`src/rtl/csr_pkg.sv`:
```
// Shared definitions for the machine-mode trap sequencer: FSM states,
// compact CSR indices and mtvec mode encodings.
package csr_pkg;

   typedef enum logic [2:0] {
      ST_IDLE     = 3'd0,
      ST_W_MEPC   = 3'd1,
      ST_W_MCAUSE = 3'd2,
      ST_W_MTVAL  = 3'd3,
      ST_R_MTVEC  = 3'd4,
      ST_R_MEPC   = 3'd5,
      ST_REDIR    = 3'd6
   } state_e;

   localparam int unsigned CSR_IDX_MSTATUS  = 0;
   localparam int unsigned CSR_IDX_MTVEC    = 5;
   localparam int unsigned CSR_IDX_MSCRATCH = 64;
   localparam int unsigned CSR_IDX_MEPC     = 65;
   localparam int unsigned CSR_IDX_MCAUSE   = 66;
   localparam int unsigned CSR_IDX_MTVAL    = 67;

   localparam logic [1:0] MTVEC_MODE_DIRECT   = 2'b00;
   localparam logic [1:0] MTVEC_MODE_VECTORED = 2'b01;

endpackage

```
`src/rtl/trap_vec_calc.sv`:
```
// Combinational trap target: mtvec base, plus 4*cause for vectored interrupts.
// Bit XLEN-2 of the cause code falls out of 4*code modulo 2^XLEN, so it is not an input.
module trap_vec_calc #(
   parameter int unsigned XLEN = 32
) (
   input  logic [XLEN-3:0] mtvec_base,
   input  logic            vec_mode,
   input  logic            irq,
   input  logic [XLEN-3:0] code_lo,
   output logic [XLEN-1:0] target
);

   logic [XLEN-1:0] base;
   logic [XLEN-1:0] offset;

   always_comb begin
      base   = {mtvec_base, 2'b00};
      offset = {code_lo, 2'b00};
      target = base;
      if (vec_mode && irq) begin
         target = base + offset;
      end
   end

endmodule

```
`src/rtl/csr_trap_seq.sv`:
```
// Trap/mret sequencer and arbiter for the single-port machine CSR file.
// Define CSR_MTVAL_EN to add the W_MTVAL state (mtval written after mcause).
module csr_trap_seq
   import csr_pkg::*;
#(
   parameter int unsigned XLEN       = 32,
   parameter int unsigned CSR_AW     = 12,
   parameter int unsigned IDX_MTVEC  = CSR_IDX_MTVEC,
   parameter int unsigned IDX_MEPC   = CSR_IDX_MEPC,
   parameter int unsigned IDX_MCAUSE = CSR_IDX_MCAUSE,
   parameter int unsigned IDX_MTVAL  = CSR_IDX_MTVAL
) (
   input  logic              clk,
   input  logic              rst,
   input  logic              trap_req,
   input  logic [XLEN-1:0]   trap_cause,
   input  logic [XLEN-1:0]   trap_pc,
   input  logic [XLEN-1:0]   trap_val,
   input  logic              mret_req,
   input  logic              core_csr_w,
   input  logic [CSR_AW-1:0] core_csr,
   input  logic [XLEN-1:0]   core_wd,
   output logic [XLEN-1:0]   core_rd,
   output logic              csr_w,
   output logic [CSR_AW-1:0] csr,
   output logic [XLEN-1:0]   wd,
   input  logic [XLEN-1:0]   rd,
   output logic              stall,
   output logic              pc_redirect,
   output logic [XLEN-1:0]   redirect_pc
);

   state_e            state_q, state_d;
   logic [XLEN-1:0]   pc_q, pc_d;
   logic [XLEN-1:0]   cause_q, cause_d;
   logic [XLEN-1:0]   target_q, target_d;
   logic [XLEN-1:0]   vec_target;
`ifdef CSR_MTVAL_EN
   logic [XLEN-1:0]   val_q, val_d;
`endif

   // NOTE: sequential blocks use non-blocking assignments only, so every flop
   // samples the values from before the edge regardless of block ordering.
   always_ff @(posedge clk) begin
      if (rst) begin
         state_q <= ST_IDLE;
      end else begin
         state_q <= state_d;
      end
   end

   // NOTE: the data latches are reset as well, so an aborted sequence never
   // leaves a stale target visible on redirect_pc.
   always_ff @(posedge clk) begin
      if (rst) begin
         pc_q     <= '0;
         cause_q  <= '0;
         target_q <= '0;
`ifdef CSR_MTVAL_EN
         val_q    <= '0;
`endif
      end else begin
         pc_q     <= pc_d;
         cause_q  <= cause_d;
         target_q <= target_d;
`ifdef CSR_MTVAL_EN
         val_q    <= val_d;
`endif
      end
   end

   // NOTE: every combinational output gets a default before the case, so no
   // path can leave a signal unassigned and infer a latch.
   always_comb begin
      state_d = state_q;
      case (state_q)
         ST_IDLE: begin
            if (trap_req) begin
               state_d = ST_W_MEPC;
            end else if (mret_req) begin
               state_d = ST_R_MEPC;
            end
         end
         ST_W_MEPC:   state_d = ST_W_MCAUSE;
`ifdef CSR_MTVAL_EN
         ST_W_MCAUSE: state_d = ST_W_MTVAL;
`else
         ST_W_MCAUSE: state_d = ST_R_MTVEC;
`endif
         ST_W_MTVAL:  state_d = ST_R_MTVEC;
         ST_R_MTVEC:  state_d = ST_REDIR;
         ST_R_MEPC:   state_d = ST_REDIR;
         ST_REDIR:    state_d = ST_IDLE;
         default:     state_d = ST_IDLE;
      endcase
   end

   always_comb begin
      pc_d     = pc_q;
      cause_d  = cause_q;
      target_d = target_q;
`ifdef CSR_MTVAL_EN
      val_d    = val_q;
`endif
      if (state_q == ST_IDLE && trap_req) begin
         pc_d    = trap_pc;
         cause_d = trap_cause;
`ifdef CSR_MTVAL_EN
         val_d   = trap_val;
`endif
      end
      if (state_q == ST_R_MTVEC) begin
         target_d = vec_target;
      end
      if (state_q == ST_R_MEPC) begin
         target_d = {rd[XLEN-1:1], 1'b0};
      end
   end

   // The core only owns the CSR port in a quiet IDLE cycle; an accepted
   // request suppresses any core write in that same cycle.
   always_comb begin
      csr   = core_csr;
      wd    = core_wd;
      csr_w = 1'b0;
      case (state_q)
         ST_IDLE: csr_w = core_csr_w & ~trap_req & ~mret_req;
         ST_W_MEPC: begin
            csr   = CSR_AW'(IDX_MEPC);
            wd    = pc_q;
            csr_w = 1'b1;
         end
         ST_W_MCAUSE: begin
            csr   = CSR_AW'(IDX_MCAUSE);
            wd    = cause_q;
            csr_w = 1'b1;
         end
`ifdef CSR_MTVAL_EN
         ST_W_MTVAL: begin
            csr   = CSR_AW'(IDX_MTVAL);
            wd    = val_q;
            csr_w = 1'b1;
         end
`endif
         ST_R_MTVEC: csr = CSR_AW'(IDX_MTVEC);
         ST_R_MEPC:  csr = CSR_AW'(IDX_MEPC);
         default: ;
      endcase
      if (rst) begin
         csr_w = 1'b0;
      end
   end

   assign stall       = (state_q != ST_IDLE) | trap_req | mret_req;
   assign pc_redirect = (state_q == ST_REDIR);
   assign redirect_pc = target_q;
   assign core_rd     = rd;

   trap_vec_calc #(
      .XLEN (XLEN)
   ) u_trap_vec_calc (
      .mtvec_base (rd[XLEN-1:2]),
      .vec_mode   (rd[0] == MTVEC_MODE_VECTORED[0]),
      .irq        (cause_q[XLEN-1]),
      .code_lo    (cause_q[XLEN-3:0]),
      .target     (vec_target)
   );

endmodule

```
`config.mk`:
```
export PLATFORM = sky130hd
export DESIGN_NAME = csr_trap_seq
export DESIGN_NICKNAME = d
export VERILOG_FILES = /design/src/rtl/csr_pkg.sv /design/src/rtl/trap_vec_calc.sv /design/src/rtl/csr_trap_seq.sv
export SDC_FILE = /design/constraint.sdc
export NUM_CORES = 1
export LEC_CHECK = 0
export ABC_AREA = 1
export BUFFER_PORTS_ARGS = -buffer_cell sky130_fd_sc_hd__buf_2
export CORE_ASPECT_RATIO = 0.5
export CORE_MARGIN = 2
export CORE_UTILIZATION = 44
export DETAILED_ROUTE_END_ITERATION = 10
export MAX_ROUTING_LAYER = met4
export PLACE_DENSITY = 0.78
export SKIP_CTS_REPAIR_TIMING = 1
export SKIP_LAST_GASP = 1
export SLEW_MARGIN = 20
export SYNTH_ARGS = -nofsm -noshare
export SYNTH_HDL_FRONTEND = slang
export SYNTH_SLANG_ARGS = --single-unit
```
`constraint.sdc`:
```
create_clock -name clk -period 1.9 [get_ports clk]
set_clock_uncertainty 0.1 [all_clocks]
set_input_delay 0.19 -clock clk [delete_from_list [all_inputs] [get_ports clk]]
set_output_delay 0.19 -clock clk [all_outputs]
set_load 0.05 [all_outputs]
```
After elaboration in Yosys (flattened, before gate mapping) --
Cells that the tools add are included.
Operators by class: $add $sub $neg 1, eq/ne operators 7, muxes and demuxes 10, bitwise operators 6, reductions and logical operators 10
Operators with widths (count):
- two-way mux 32 bit | 3
- one-hot mux 32 bit (2 select lines) | 1
- one-hot mux 12 bit (3 select lines) | 1
- adder 32 bit | 1
- one-hot mux 3 bit (4 select lines) | 1
- OR reduction 2 bit | 5
- == test 3 bit, second input constant | 3
- == test 3 x 2 -> 1 bit, second input constant | 2
- two-way mux 3 bit | 2
- == test 3 x 1 -> 1 bit, second input constant | 1
- zero test 3 bit | 1
- != test 3 bit, second input constant | 1
- nonzero test 3 bit | 1
- bitwise AND 1 bit | 2
- logical AND 1 bit | 2
- inverter 1 bit | 2
- bitwise OR 1 bit | 2
- one-hot mux 1 bit (2 select lines) | 1
- nonzero test 2 bit | 1
- two-way mux 1 bit | 1
Storage, ports and cells: register bits after elaboration 99, input bits 177, output and inout bits 111

Depth between registers and ports, before layout --
Gate-level depths: netlist (run 1).
word-level depth 5, mapped depth 12

Cells and area by module --
A second synthesis (run 1) with hierarchy kept.
Second synthesis, totals: cells, all modules 1379, area total of the unflattened synthesis 7903.8 um^2
By module, submodules not included:
- csr_trap_seq | times used 1, cells an instance 857, area an instance 5425.2 um^2
- trap_vec_calc | times used 1, cells an instance 522, area an instance 2478.6 um^2

Least setup slack after synthesis (run 1) --
Ideal clock, no wire load.
path kind reg-to-output, start point register state_q[2], end point output csr[2], arrival time 1961 ps, required time 1610 ps, path slack -351 ps, stages on the path, launching flop included 6, cells stage by stage dfxtp_1 inv_1 nor2_2 inv_2 clkbuf_1 o21ai_0
Between the ends: cells in the longest elaborated chain, start to end 3, elaborated cells between the ends (all ways) 6, classes of those cells eq/ne: 4; mux: 1; reduce/logical: 1
Ends and longest elaborated chain:
- start, declared | RTL line csr_trap_seq.sv:33 | state_e state_q, state_d;
- start signal, assigned | RTL line csr_trap_seq.sv:48 | state_q <= state_d;
- == test 3 bit / == test 3 x 1 -> 1 bit (equally long branches) | RTL line csr_trap_seq.sv:126 | case (state_q)
- OR reduction 2 bit (no source line)
- one-hot mux 12 bit (3 select lines) * | RTL line csr_trap_seq.sv:126
- end, declared | RTL line csr_trap_seq.sv:25 | output logic [CSR_AW-1:0] csr,
Mark *: on every way between the ends. The rest lies on a longest branch, timed or not.

Final worst setup path (run 1) --
start point register state_q[1], end point output wd[24]
Between the ends: cells in the longest elaborated chain, start to end 2, elaborated cells between the ends (all ways) 3, classes of those cells eq/ne: 2; mux: 1
Ends and longest elaborated chain:
- == test 3 x 2 -> 1 bit / == test 3 x 1 -> 1 bit (equally long branches) | RTL line csr_trap_seq.sv:126
- one-hot mux 32 bit (2 select lines) * | RTL line csr_trap_seq.sv:126
- end, declared | RTL line csr_trap_seq.sv:26 | output logic [XLEN-1:0] wd,
Marks and branches as above.

==> results by stage, run 1 <==
Run status:
- The flow ran to the end, but the final reports show violations.
- The checks that failed: setup timing.

GRT:
- The number of antenna violations at the first check in global routing is 1.
- The global route total overflow is 0.
- The first global-routing pass estimated 35500 um of wire.
- The pin count of the biggest net entering global routing is 80.
- The via count of the first global-routing pass is 6905.
- In the global route stage, overall resource usage came out at between 20 and 30%.

Power and ir drop:
- The worst-case vdd ir drop is 0.739 mV.
- The static power due to leakage is between 4 and 5 nW.
- The ratio of total power to cell area is 1070 nW/um^2.

Yosys:
- The Yosys step of the flow raised 0 warnings.
- In this run, distinct cell masters in the synthesized netlist total 34.
- Counting every instance in the synthesized netlist gives 1055.
- The number of nets handed over by synthesis was 1262.
- The share of synthesized area occupied by flip-flops and latches is between 20% and 30%.
- The synthesized design contains 98 register bits.
- The mapped cell area is 6720 um^2.
- A synthesized cell averages approximately 6.4 um^2.

STA:
- Setup repair after global routing could not meet its margin everywhere.
- The count of endpoints failing setup in the final report is 47.
- Headroom to the max-slew limit came out at 65.4%.
- Final hold analysis gives a worst-case slack of around 0.014 ns.
- Once routing completed, OpenROAD measured the worst setup slack at -0.145 ns.
- The final critical-path share of the clock period is 108%.
- The maximum clock frequency is 489 MHz.
- The transition at the pin with the smallest max-transition slack is 0.519 ns.
- Counting I/O delays and the setup requirement, the final critical path takes 2.05 ns.
- The final hold violation count is 0.
- The number of max-slew violations in the final report came to 0.
- Summed over all failing endpoints, the final setup total negative slack is -2.90 ns.

Route:
- The number of remaining DRC errors is 0.
- The number of detailed-route iterations in the first pass is 6.
- The residual antenna-violating net count after detailed routing is 0.
- Dividing the detail-routed via count by the number of cells gives 5.37.
- The average wire per cell in the routed design is 16.9 um.
- The wire length reported by the detailed router is 25400 um.
- The first routing iteration left 612 violations.
- The via count of the routed design is slightly above 8000.

Finish:
- The layout filler cell count is about 1300.
- The number of nets in the layout is 1504.
- The final non-filler cell area is roughly 10000 um^2.
- The flip-flop and latch area is between 2000 and 2500 um^2.
- The growth of design area from synthesis to finish is 46.7%.
- The share of layout cells above drive strength 1 is between 30 and 40%.
- The multi-input combinational cells in the finished layout cover a total of around 4600 um^2.
- The utilization after layout is 67.1%.

CTS:
- Clock-pin slew was measured on the worst setup and hold paths at around 0.08 ns.
- The clock net in this run drives a total of 98 sinks.
- The H-tree depth reported by CTS is 3.
- The buffer levels on the longest clock path is 2.
- The clock latency reported for the late side of the worst-skew pair is 0.35 ns.
- The cell chosen for the clock root is clkbuf_16.
- The number of buffers created by CTS is 9.
- The CTS tree is done.

Placed design:
- The number of input and output port buffers inserted is 254.
- The placed cell area is 8190 um^2.
- Once detailed placement completed, the half-perimeter wirelength came to 18000 um.
- The final estimated routing congestion in global placement is 0.928.

Worst setup path:
- STA puts the critical path data required time at 1.61 ns.
- STA puts the critical path data arrival time at 1.76 ns.
- The critical path start-end classification is reg -> out.
- The maximum fanout along the worst path is 16.
- STA classifies the critical path endpoint as a primary output.
- STA classifies the critical path startpoint as a flop.

Die:
- The die outline area is 16300 um^2.
- The floorplan has 31 rows.
- The core region is between 10000 and 15000 um^2.
- From left edge to right edge, the die measures between 150 and 200 um.
- The die outline height is roughly 91 um.
- The starting density of the core is around 46%.
- The number of primary I/O pins is 288.

Hold path:
- The worst hold path class is in -> reg.

Job:
- The reported max-cap violation count is 0.
## critical path: stages (launching register included)
cell	delay [ns]
dfxtp_4	0.38
nor2_4	0.05
inv_2	0.08
nor2_2	0.04
inv_2	0.15
nand2_8	0.12
inv_8	0.15
nand2_1	0.10
o221ai_1	0.09
buf_4	0.24
## where the power goes
part / switching (W) / internal, W
Clock: 0.000849 / 0.00119
Combinational: 0.00387 / 0.00197
Sequential: 0.000251 / 0.00243
Total: 0.00497 / 0.00560
## cells by family (layout without fill, tap and decap cells)
family                     count (synthesis)  count (layout)  share of synthesized area (%)
xor gates and xnor gates                   8               8                           1.04
other                                      1               2                         0.0558
and+or+nand+nor                          377             377                           23.7
AOI/OAI and AO/OA                        287             287                           23.7
adders and majority gates                 30              30                           5.69
DFF                                       98              98                           29.2
buffers and inverters                    254             500                           16.7
## Yosys cell counts
cell type	n	area, um^2
or2_2	2	12.5
o21ai_0	87	435
nor3_1	4	20.0
buf_6	1	11.3
nand3_2	6	60.1
o221ai_1	32	280
inv_1	170	638
nand2_1	239	897
a21oi_1	133	666
inv_2	7	26.3
conb_1	1	3.75
ha_1	29	363
nand2_2	9	56.3
and2_1	2	12.5
nand3b_1	3	22.5
nor2_1	54	203
a21oi_2	3	26.3
nor2_2	6	37.5
o21bai_2	1	11.3
dfxtp_1	98	1960
nand4_1	3	18.8
o211ai_1	2	15.0
clkbuf_1	19	71.3
or2_1	1	6.26
fa_1	1	20.0
nand3_1	47	235
a21o_1	3	22.5
a31oi_1	1	6.26
o21bai_1	2	15.0
buf_2	22	110
xnor2_1	8	70.1
nor2_4	1	11.3
o21ai_1	23	115
buf_4	35	263
## layout make-up
cell class | instances | share of cell area [%]
sequential | 98 | 20.4
antenna | 1 | 0.0254
clock inverter | 5 | 0.863
inverter | 177 | 6.93
multi-input combinational | 703 | 46.5
timing repair buffer | 307 | 20.2
timing repair inverter | 1 | 0.114
clock buffer | 10 | 2.42
tap | 198 | 2.51
## flip-flops by register name (all words and copies together) (netlist names)
| register | cells |
|---|---|
| cause_q | 32 |
| pc_q | 32 |
| redirect_pc | 31 |
| state_q | 3 |
## final timing paths
path / from / end / depth (start not counted) / slack, ns
max: state_q[1]$_SDFFE_PP0P_ / wd[24] / 9 / -0.15
min: trap_cause[10] / cause_q[10]$_SDFFE_PP0P_ / 3 / 0.01
max reg2reg: cause_q[0]$_SDFFE_PP0P_ / redirect_pc[18]$_SDFFE_PP0P_ / 10 / -0.08
min reg2reg: pc_q[12]$_SDFFE_PP0P_ / pc_q[12]$_SDFFE_PP0P_ / 2 / 0.36
## cells in the final DEF, fill, tap and decap left out, types with 20 or more instances in the layout
| master | count |
|---|---|
| a21oi_1 | 122 |
| buf_2 | 209 |
| buf_4 | 52 |
| buf_6 | 33 |
| dfxtp_1 | 73 |
| ha_4 | 22 |
| inv_1 | 168 |
| nand2_1 | 211 |
| nand2_2 | 28 |
| nand3_1 | 36 |
| nor2_1 | 36 |
| nor2_2 | 20 |
| o21ai_0 | 83 |
| o21ai_1 | 26 |
## through the flow
| stage | worst slack [ns] | instances | total power (W) |
|---|---|---|---|
| floorplan | -0.104 | 1055 | 0.00602 |
| global placement | -0.120 | 1475 | 0.00726 |
| detailed placement | -0.128 | 1475 | 0.00733 |
| CTS | -0.505 | 1490 | 0.00936 |
| global route | -0.188 | 1500 | 0.0111 |
| finish | -0.145 | 1500 | 0.0106 |
## metal layers
metal  track usage [%]  vias to the layer above  wire [um]
met5                 -                        -          0
met4              6.64                        0        601
met3              3.85                       54       1830
met2              43.4                      370      11700
met1              40.2                     3739      11300
li1                  -                     3886          -
Note: power is estimated with default switching activity, not from simulation.
==> run 2, diff against run 1 <==
==> constraint.sdc (replaced) <==
create_clock -name clk -period 1.9 [get_ports clk]
set_clock_uncertainty 0.1 [all_clocks]
set_input_delay 0.285 -clock clk [delete_from_list [all_inputs] [get_ports clk]]
set_output_delay 0.285 -clock clk [all_outputs]
set_load 0.02 [all_outputs]
==> run 2 against run 1 <==
The run still ends with setup timing left. Die area is the same. Design area increased by 0.86%. Clock power increased by 9%. Critical path type unchanged. Highest routed layer unchanged.
==> results by stage, run 2 (same netlist as run 1, synthesis figures left out) <==
Die:
- The die outline width is about 180 um.
- The number of primary I/O pins is between 200 and 300.
- The placeable core region is roughly 15000 um^2.
- The die is 91.4 um tall.
- The initialized floorplan defines 31 standard-cell rows.
- The starting density of the core is between 40 and 50%.
- The die covers roughly 16000 um^2.

Worst setup path:
- Data on the critical path is required at its endpoint by 1.51 ns.
- The maximum fanout along the worst path is 9.
- The most critical setup path has its startpoint at state_q[0]$_SDFFE_PP0P_.
- The slack of the worst reg-to-reg path is -0.09 ns.
- The setup path with the least slack is of type reg -> out.
- The cell with the largest stage delay on the worst path is dfxtp_2.
- The critical path goes through inv_4 > nand2_2 > nor2_2 > inv_4 > buf_12 > buf_12 > o221ai_2 > buf_4.
- The terminus of the critical flop-to-flop path is redirect_pc[6]$_SDFFE_PP0P_.
- The delay of the slowest cell on the worst path is 0.34 ns.
- The worst setup path is captured at a primary output.
- For the worst setup path, the data arrival time is 1.68 ns.
- Measured in cells, the most critical reg-to-reg path has a length of 10.
- The startpoint type of the worst setup path is a flop.
- The startpoint identified for the worst register-to-register timing path is cause_q[0]$_SDFFE_PP0P_.

Placed design:
- Including well taps, the total number of placed cells is ~1500.
- The total half-perimeter wirelength after legalization and detailed placement is 18400 um.
- The final estimated routing congestion in global placement is 0.941.
- The number of input and output port buffers inserted is 254.

Run status:
- The checks that failed: setup timing.
- The run finished, with violations left.

STA:
- The maximum clock frequency is 485 MHz.
- Setup violations remaining at the end of the flow were counted as 49.
- The number of max-slew violations in the final report is 0.
- Setup repair after global routing could not meet its margin everywhere.
- The final critical-path share of the clock period is 109%.
- The final hold violation count is 0.
- After layout, the worst setup slack is -0.162 ns.
- The smallest clock period supported by the final layout is computed as about 2.1 ns.

GRT:
- The wire length of the first global-routing pass is 36000 um.
- The global route total overflow is 0.
- The via count of the first global-routing pass was 7134.
- Global routing used ~29% of the available tracks.
- Entering global routing, the biggest net connects 65 pins.
- The number of antenna violations at the first check in global routing came to 1.

Power and ir drop:
- The static power due to leakage is 4.93 nW.
- The worst-case vdd ir drop is 0.699 mV.
- The ratio of total power to cell area is 988 nW/um^2.

Hold path:
- The worst hold path class is in -> reg.
- The worst hold path was traced through 2 stages.
- The end point of the worst hold path is state_q[1]$_SDFFE_PP0P_.
- The startpoint of the lowest-slack hold path is rst.

Finish:
- The utilization after layout is 67.7%.
- Cells with a size suffix above 1 make up 40.4% of the layout.
- The finished layout holds 1536 standard cells, fillers aside.
- After the last flow step, the layout net total stands at around 1500.
- The most common library cell in the layout ignoring fill and taps is buf_2.
- The growth of design area from synthesis to finish is 47.9%.
- The library cells used most frequently in the layout, excluding fill and tap cells, are buf_2, nand2_1, inv_1.

CTS:
- The H-tree was split into 3 levels.
- The clock latency reported for the late side of the worst-skew pair is 0.36 ns.
- The buffer levels on the longest clock path is 2.
- CTS placed an instance of clkbuf_16 at the clock tree root.
- The CTS tree is done.
- The number of buffers created by CTS is 9.
- The number of clock sinks is 98.
- After clock tree synthesis, the clock-pin slew on the worst setup and hold paths is roughly 0.080 ns.

Route:
- The routed layout has 8216 vias.
- The number of remaining DRC errors is 0.
- The average wire per cell in the routed design is between 15 and 20 um.
- The wire length reported by the detailed router is 25600 um.
- Once detail routing completed, the nets flagged for antenna violations numbered 0.
- In the routed layout, each cell is associated on average with a via count of roughly 5.3.
- The first routing iteration left a little under 700 violations.
- The number of detailed-route iterations in the first pass is 5.

Job:
- The reported max-cap violation count is 0.
run 2: per-stage QoR:
stage	TNS (ns)	setup WS, ns	cell area, um^2	hold WS, ns	total power, W
floorplan	0	0.0240	6720	0.254	0.00514
global placement	-2.78	-0.220	8430	0.339	0.00650
CTS	-17.47	-0.525	8780	0.0444	0.00879
global route	-8.16	-0.210	9950	0.0446	0.0103
finish	-4.15	-0.162	9950	0.0379	0.00983
detailed placement	-4.64	-0.312	8430	0.346	0.00657
run 2: cell type report:
type	count	area (um^2)
Fill cell	1223	4750
Multi-Input combinational cell	703	4470
Timing Repair Buffer	342	2150
Sequential cell	98	2010
Inverter	177	691
Tap cell	198	248
Clock buffer	10	239
Clock inverter	6	119
Timing Repair inverter	1	11.3
Antenna cell	1	2.50
run 2: power breakdown:
group          internal [W]  leakage [nW]  switching, W
Combinational       0.00195          3.94       0.00296
Clock               0.00134         0.176      0.000889
Sequential          0.00243         0.819      0.000252
run 2: critical path, delay by kind of cell, from the launching register on:
kind / cells / cell delay (ns)
DFF: 1 / 0.34
AOI/OAI and AO/OA: 1 / 0.16
and+or+nand+nor: 2 / 0.19
buffers and inverters: 5 / 0.63
run 2: worst max path at each step:
stage	end	slack, ns
after global routing	wd[6]	-0.21
after CTS	wd[15]	-0.53
after detailed placement	redirect_pc[26]$_SDFFE_PP0P_	-0.31
final	wd[30]	-0.16
after floorplan	redirect_pc[10]$_SDFFE_PP0P_	0.02
after global placement	redirect_pc[26]$_SDFFE_PP0P_	-0.22
run 2: layer usage:
metal  up-vias  GRT usage (%)  part of all wire [%]
li1       3959              -                     -
met1      3766           39.8                    44
met2       416           43.4                    45
met3        75           4.65                   8.5
met4         0           8.13                   3.1
met5         -              -                     0
==> run 3, diff against run 2 <==
CAP_MARGIN = 15   (was default)
CORE_UTILIZATION = 46   (was 44)
SYNTH_HIERARCHICAL = 1   (was default)
==> run 3 against run 2 <==
The flow still finishes with violations (setup timing). Sequential power is essentially flat. Power grew 2.2%. Sequential cell count increased by 1. Register-to-register slack got worse by 0.16 ns. Design area grew 15%. First-iteration DRC count is 38% higher. Count of clock-buffer cells in the layout increased by 1. Combinational power is 12% higher. Global-route usage increased by 1.6 points. Cell count grew 25%.
==> results by stage, run 3 <==
Finish:
- The number of nets in the layout is between 1500 and 2000.
- The area growth from synthesis to layout is 45.1%.
- Cells fill 69.1% of the core in the end.
- Of the cells placed in the final design, the portion with a size suffix greater than 1 is a little over a third.
- The antenna cell count is 0.
- The most common library cell in the layout ignoring fill and taps is nand2_1.
- In the layout the commonest cells are nand2_1, buf_2, inv_1.
- The layout filler cell count is 1463.

Die:
- The die is 96.7 um tall.
- The initial utilization of the core area, before any placement, comes to 47.6%.
- The die outline width is 189 um.
- The placeable core region is 16600 um^2.
- The initialized floorplan defines 33 standard-cell rows.
- In this run the count of I/O pins placed on the die edge is 288.
- The die covers 18300 um^2.

Hold path:
- The worst hold path terminates at pc_q[16]$_SDFFE_PP0P_.
- The worst hold path class is in -> reg.
- The startpoint of the lowest-slack hold path is trap_pc[16].
- Along the worst hold path, the cell count comes to 3.

Yosys:
- Yosys mapped a number of flops with a built-in enable equal to 0.
- After synthesis, the mean cell area works out to 5.73 um^2.
- The count of different cell masters after synthesis is 32.
- Summed over all instances, the cell type with the most area after synthesis is dfxtp_1.
- Yosys attributes the largest share of cell area to dfxtp_1, nand2_1, inv_1, nand3_1, nor2_1.
- The synthesized design devotes to its leading area cell type between 20 and 30% of total area.
- The share of flip-flops with an asynchronous set or reset after synthesis is 0%.
- The mapped cell area is 7900 um^2.
- The Yosys step of the flow raised 6 warnings.
- The number of storage elements in the synthesis netlist is between 90 and 100.
- By count the netlist is led by nand2_1, inv_1, nand3_1.
- The most used flip-flop cell after synthesis is dfxtp_1.
- The share of the Yosys chip area taken by registers is 25.1%.
- The number of instances in the synthesized netlist is 1379.
- The most used standard cell by instance count after synthesis is nand2_1.

STA:
- Setup repair after global routing could not meet its margin everywhere.
- The final hold violation count is 0.
- The count of endpoints failing setup in the final report is between 60 and 70.
- The tightest hold path in the finished design has a slack of 0.0472 ns.
- Derived from the worst setup path, the maximum achievable clock frequency is 464 MHz.
- The smallest clock period supported by the final layout is computed as 2.15 ns.
- The number of max-slew violations in the final report is 0.
- Setup slack on the critical path of the routed design comes to -0.253 ns.
- The final critical-path share of the clock period is 113%.

Worst setup path:
- Data on the critical path is required at its endpoint by 2.12 ns.
- The startpoint of the most critical setup path is cause_q[0]$_SDFFE_PP0P_.
- Grouping stages by cell kind, the critical path spends the most delay in simple AND/OR/NAND/NOR gates.
- For the worst setup path, the data arrival time is 2.37 ns.
- The cell with the largest stage delay on the worst path is fa_2.
- STA classifies the critical path endpoint as a flop.
- The number of gates on the worst path with buffers counted is 15.
- The number of cell instances on the worst register-to-register path is 15.
- The startpoint of the worst register-to-register path is cause_q[0]$_SDFFE_PP0P_.
- The endpoint identified for the worst register-to-register timing path is redirect_pc[24]$_SDFFE_PP0P_.
- The startpoint type of the worst setup path is a flop.
- The maximum fanout along the worst path is 4.
- The number of buffer and inverter stages on the critical path is 1.
- The critical path is of the reg -> reg type.
- The delay of the slowest cell on the worst path is ~0.42 ns.
- The slack of the worst reg-to-reg path is -0.25 ns.
- Traced cell by cell, the critical path runs through ha_4 > fa_2 > nand3_2 > nand3_4 > nand2_1 > nand2_2 > nand3_2 > nand3_1 > nand2_1 > nand3_1 > nand2_1 > nand3_1 > nand3_1 > nand2_1 > inv_1.

GRT:
- The via count of the first global-routing pass is 8448.
- Entering global routing, the biggest net connects 61 pins.
- The global route total overflow is 0.
- Global routing used 30.5% of the available tracks across all layers.
- The number of antenna violations at the first check in global routing came to 0.
- The first global-routing pass estimated 43500 um of wire.

Power and ir drop:
- The ratio of total power to cell area is approximately 880 nW/um^2.
- The worst-case IR drop observed on VDD is 0.629 mV.
- The static power due to leakage is 6.23 nW.

CTS:
- The buffer levels on the longest clock path is 2.
- The H-tree depth reported by CTS is 3.
- Clock tree synthesis inserted a total of 9 buffers.
- Clock-pin slew was measured on the worst setup and hold paths at approximately 0.08 ns.
- The number of clock sinks is 99.
- The clock latency reported for the late side of the worst-skew pair is about 0.36 ns.
- The CTS tree is done.
- The root buffer cell chosen for the clock tree is clkbuf_16.

Placed design:
- The final estimated routing congestion in global placement is 0.962.
- Detailed placement ended at an HPWL of 21300 um.
- The number of input and output port buffers inserted is about 260.

Run status:
- The flow ran to the end, but the final reports show violations.
- The checks that failed: setup timing.

Job:
- The reported max-cap violation count is 0.

Route:
- The number of remaining DRC errors is 0.
- The detailed router finished its first iteration with 952 violations.
- Detailed routing inserted a total of approximately 10000 vias.
- The detail route stage leaves a number of antenna-violating nets equal to 0.
- Dividing the detail-routed wire length by the instance count gives 15.8 um.
- Dividing the detail-routed via count by the number of cells gives 5.18.
- The wire length reported by the detailed router is 30300 um.
- The number of detailed-route iterations in the first pass is 6.
-- run 3: cell types whose count changed in the layout (fill, tap and decap cells not counted), sizes merged, moves of 3 or more --
cell,delta
inv,+24
bufinv,-3
nand2,+229
xnor2,+5
nor2,+67
or2,-3
nand3,+90
a21oi,-82
o21ai,-63
clkinv,+5
buf,+52
o221ai,-32
nand4,+64
-- run 3: cell families (layout without fill, tap and decap cells) --
logic type	count (synthesis)	in the layout	share of synthesized area, %
and+or+nand+nor	823	823	44.5
AOI/OAI and AO/OA	107	107	7.03
xor gates and xnor gates	13	13	1.44
DFF	99	99	25.1
adders and majority gates	30	30	4.84
buffers and inverters	306	615	17.1
other	1	2	0.0474
-- run 3: worst max path at each step --
| stage | slack, ns | endpoint |
|---|---|---|
| 5_1_grt | -0.36 | redirect_pc[21]$_SDFFE_PP0P_ |
| 2_1_floorplan | -0.001 | redirect_pc[30]$_SDFFE_PP0P_ |
| 3_3_place_gp | -0.38 | redirect_pc[28]$_SDFFE_PP0P_ |
| 3_5_place_dp | -0.39 | redirect_pc[28]$_SDFFE_PP0P_ |
| 6_report | -0.25 | redirect_pc[24]$_SDFFE_PP0P_ |
| 4_1_cts | -0.41 | redirect_pc[20]$_SDFFE_PP0P_ |
-- run 3: through the flow --
step                setup TNS [ns]  cells  setup WS [ns]  power, W  area (um^2)
global route                -14.15   1916         -0.356    0.0106        11500
finish                       -7.28   1916         -0.253    0.0100        11500
floorplan                 -0.00140   1380       -0.00140   0.00551         7920
global placement             -6.34   1880         -0.383   0.00699         9860
CTS                         -20.03   1896         -0.412   0.00892        10100
detailed placement           -6.83   1880         -0.392   0.00706         9860
-- run 3: layout make-up --
cell class,instances,area (um^2),area share (%)
Timing Repair inverter,2,12.5,0.109
Tap cell,227,284,2.48
Clock buffer,11,243,2.12
Inverter,204,788,6.87
Timing Repair Buffer,393,2570,22.4
Clock inverter,5,41.3,0.360
Multi-Input combinational cell,975,5480,47.8
Sequential cell,99,2050,17.9
-- run 3: power breakdown --
group / leakage, nW / switching, W / internal [W]
clock: 0.138 / 0.000926 / 0.000945
combinational: 5.27 / 0.00334 / 0.00217
sequential: 0.827 / 0.000250 / 0.00241
total: 6.23 / 0.00452 / 0.00552
-- run 3: worst reg2reg max path: stages (launching register included) --
cell	delay [ns]
dfxtp_2	0.35
ha_4	0.17
fa_2	0.42
nand3_2	0.11
nand3_4	0.11
nand2_1	0.11
nand2_2	0.10
nand3_2	0.09
nand3_1	0.09
nand2_1	0.07
nand3_1	0.07
nand2_1	0.07
nand3_1	0.07
nand3_1	0.08
nand2_1	0.05
inv_1	0.06
-- run 3: metal layers --
layer | vias up | part of all wire (%) | global-route usage, %
li1 | 4898 | - | -
met3 | 53 | 8.4 | 5.66
met2 | 466 | 44 | 44.4
met4 | 0 | 2.0 | 5.19
met5 | - | 0 | -
met1 | 4502 | 46 | 44.3
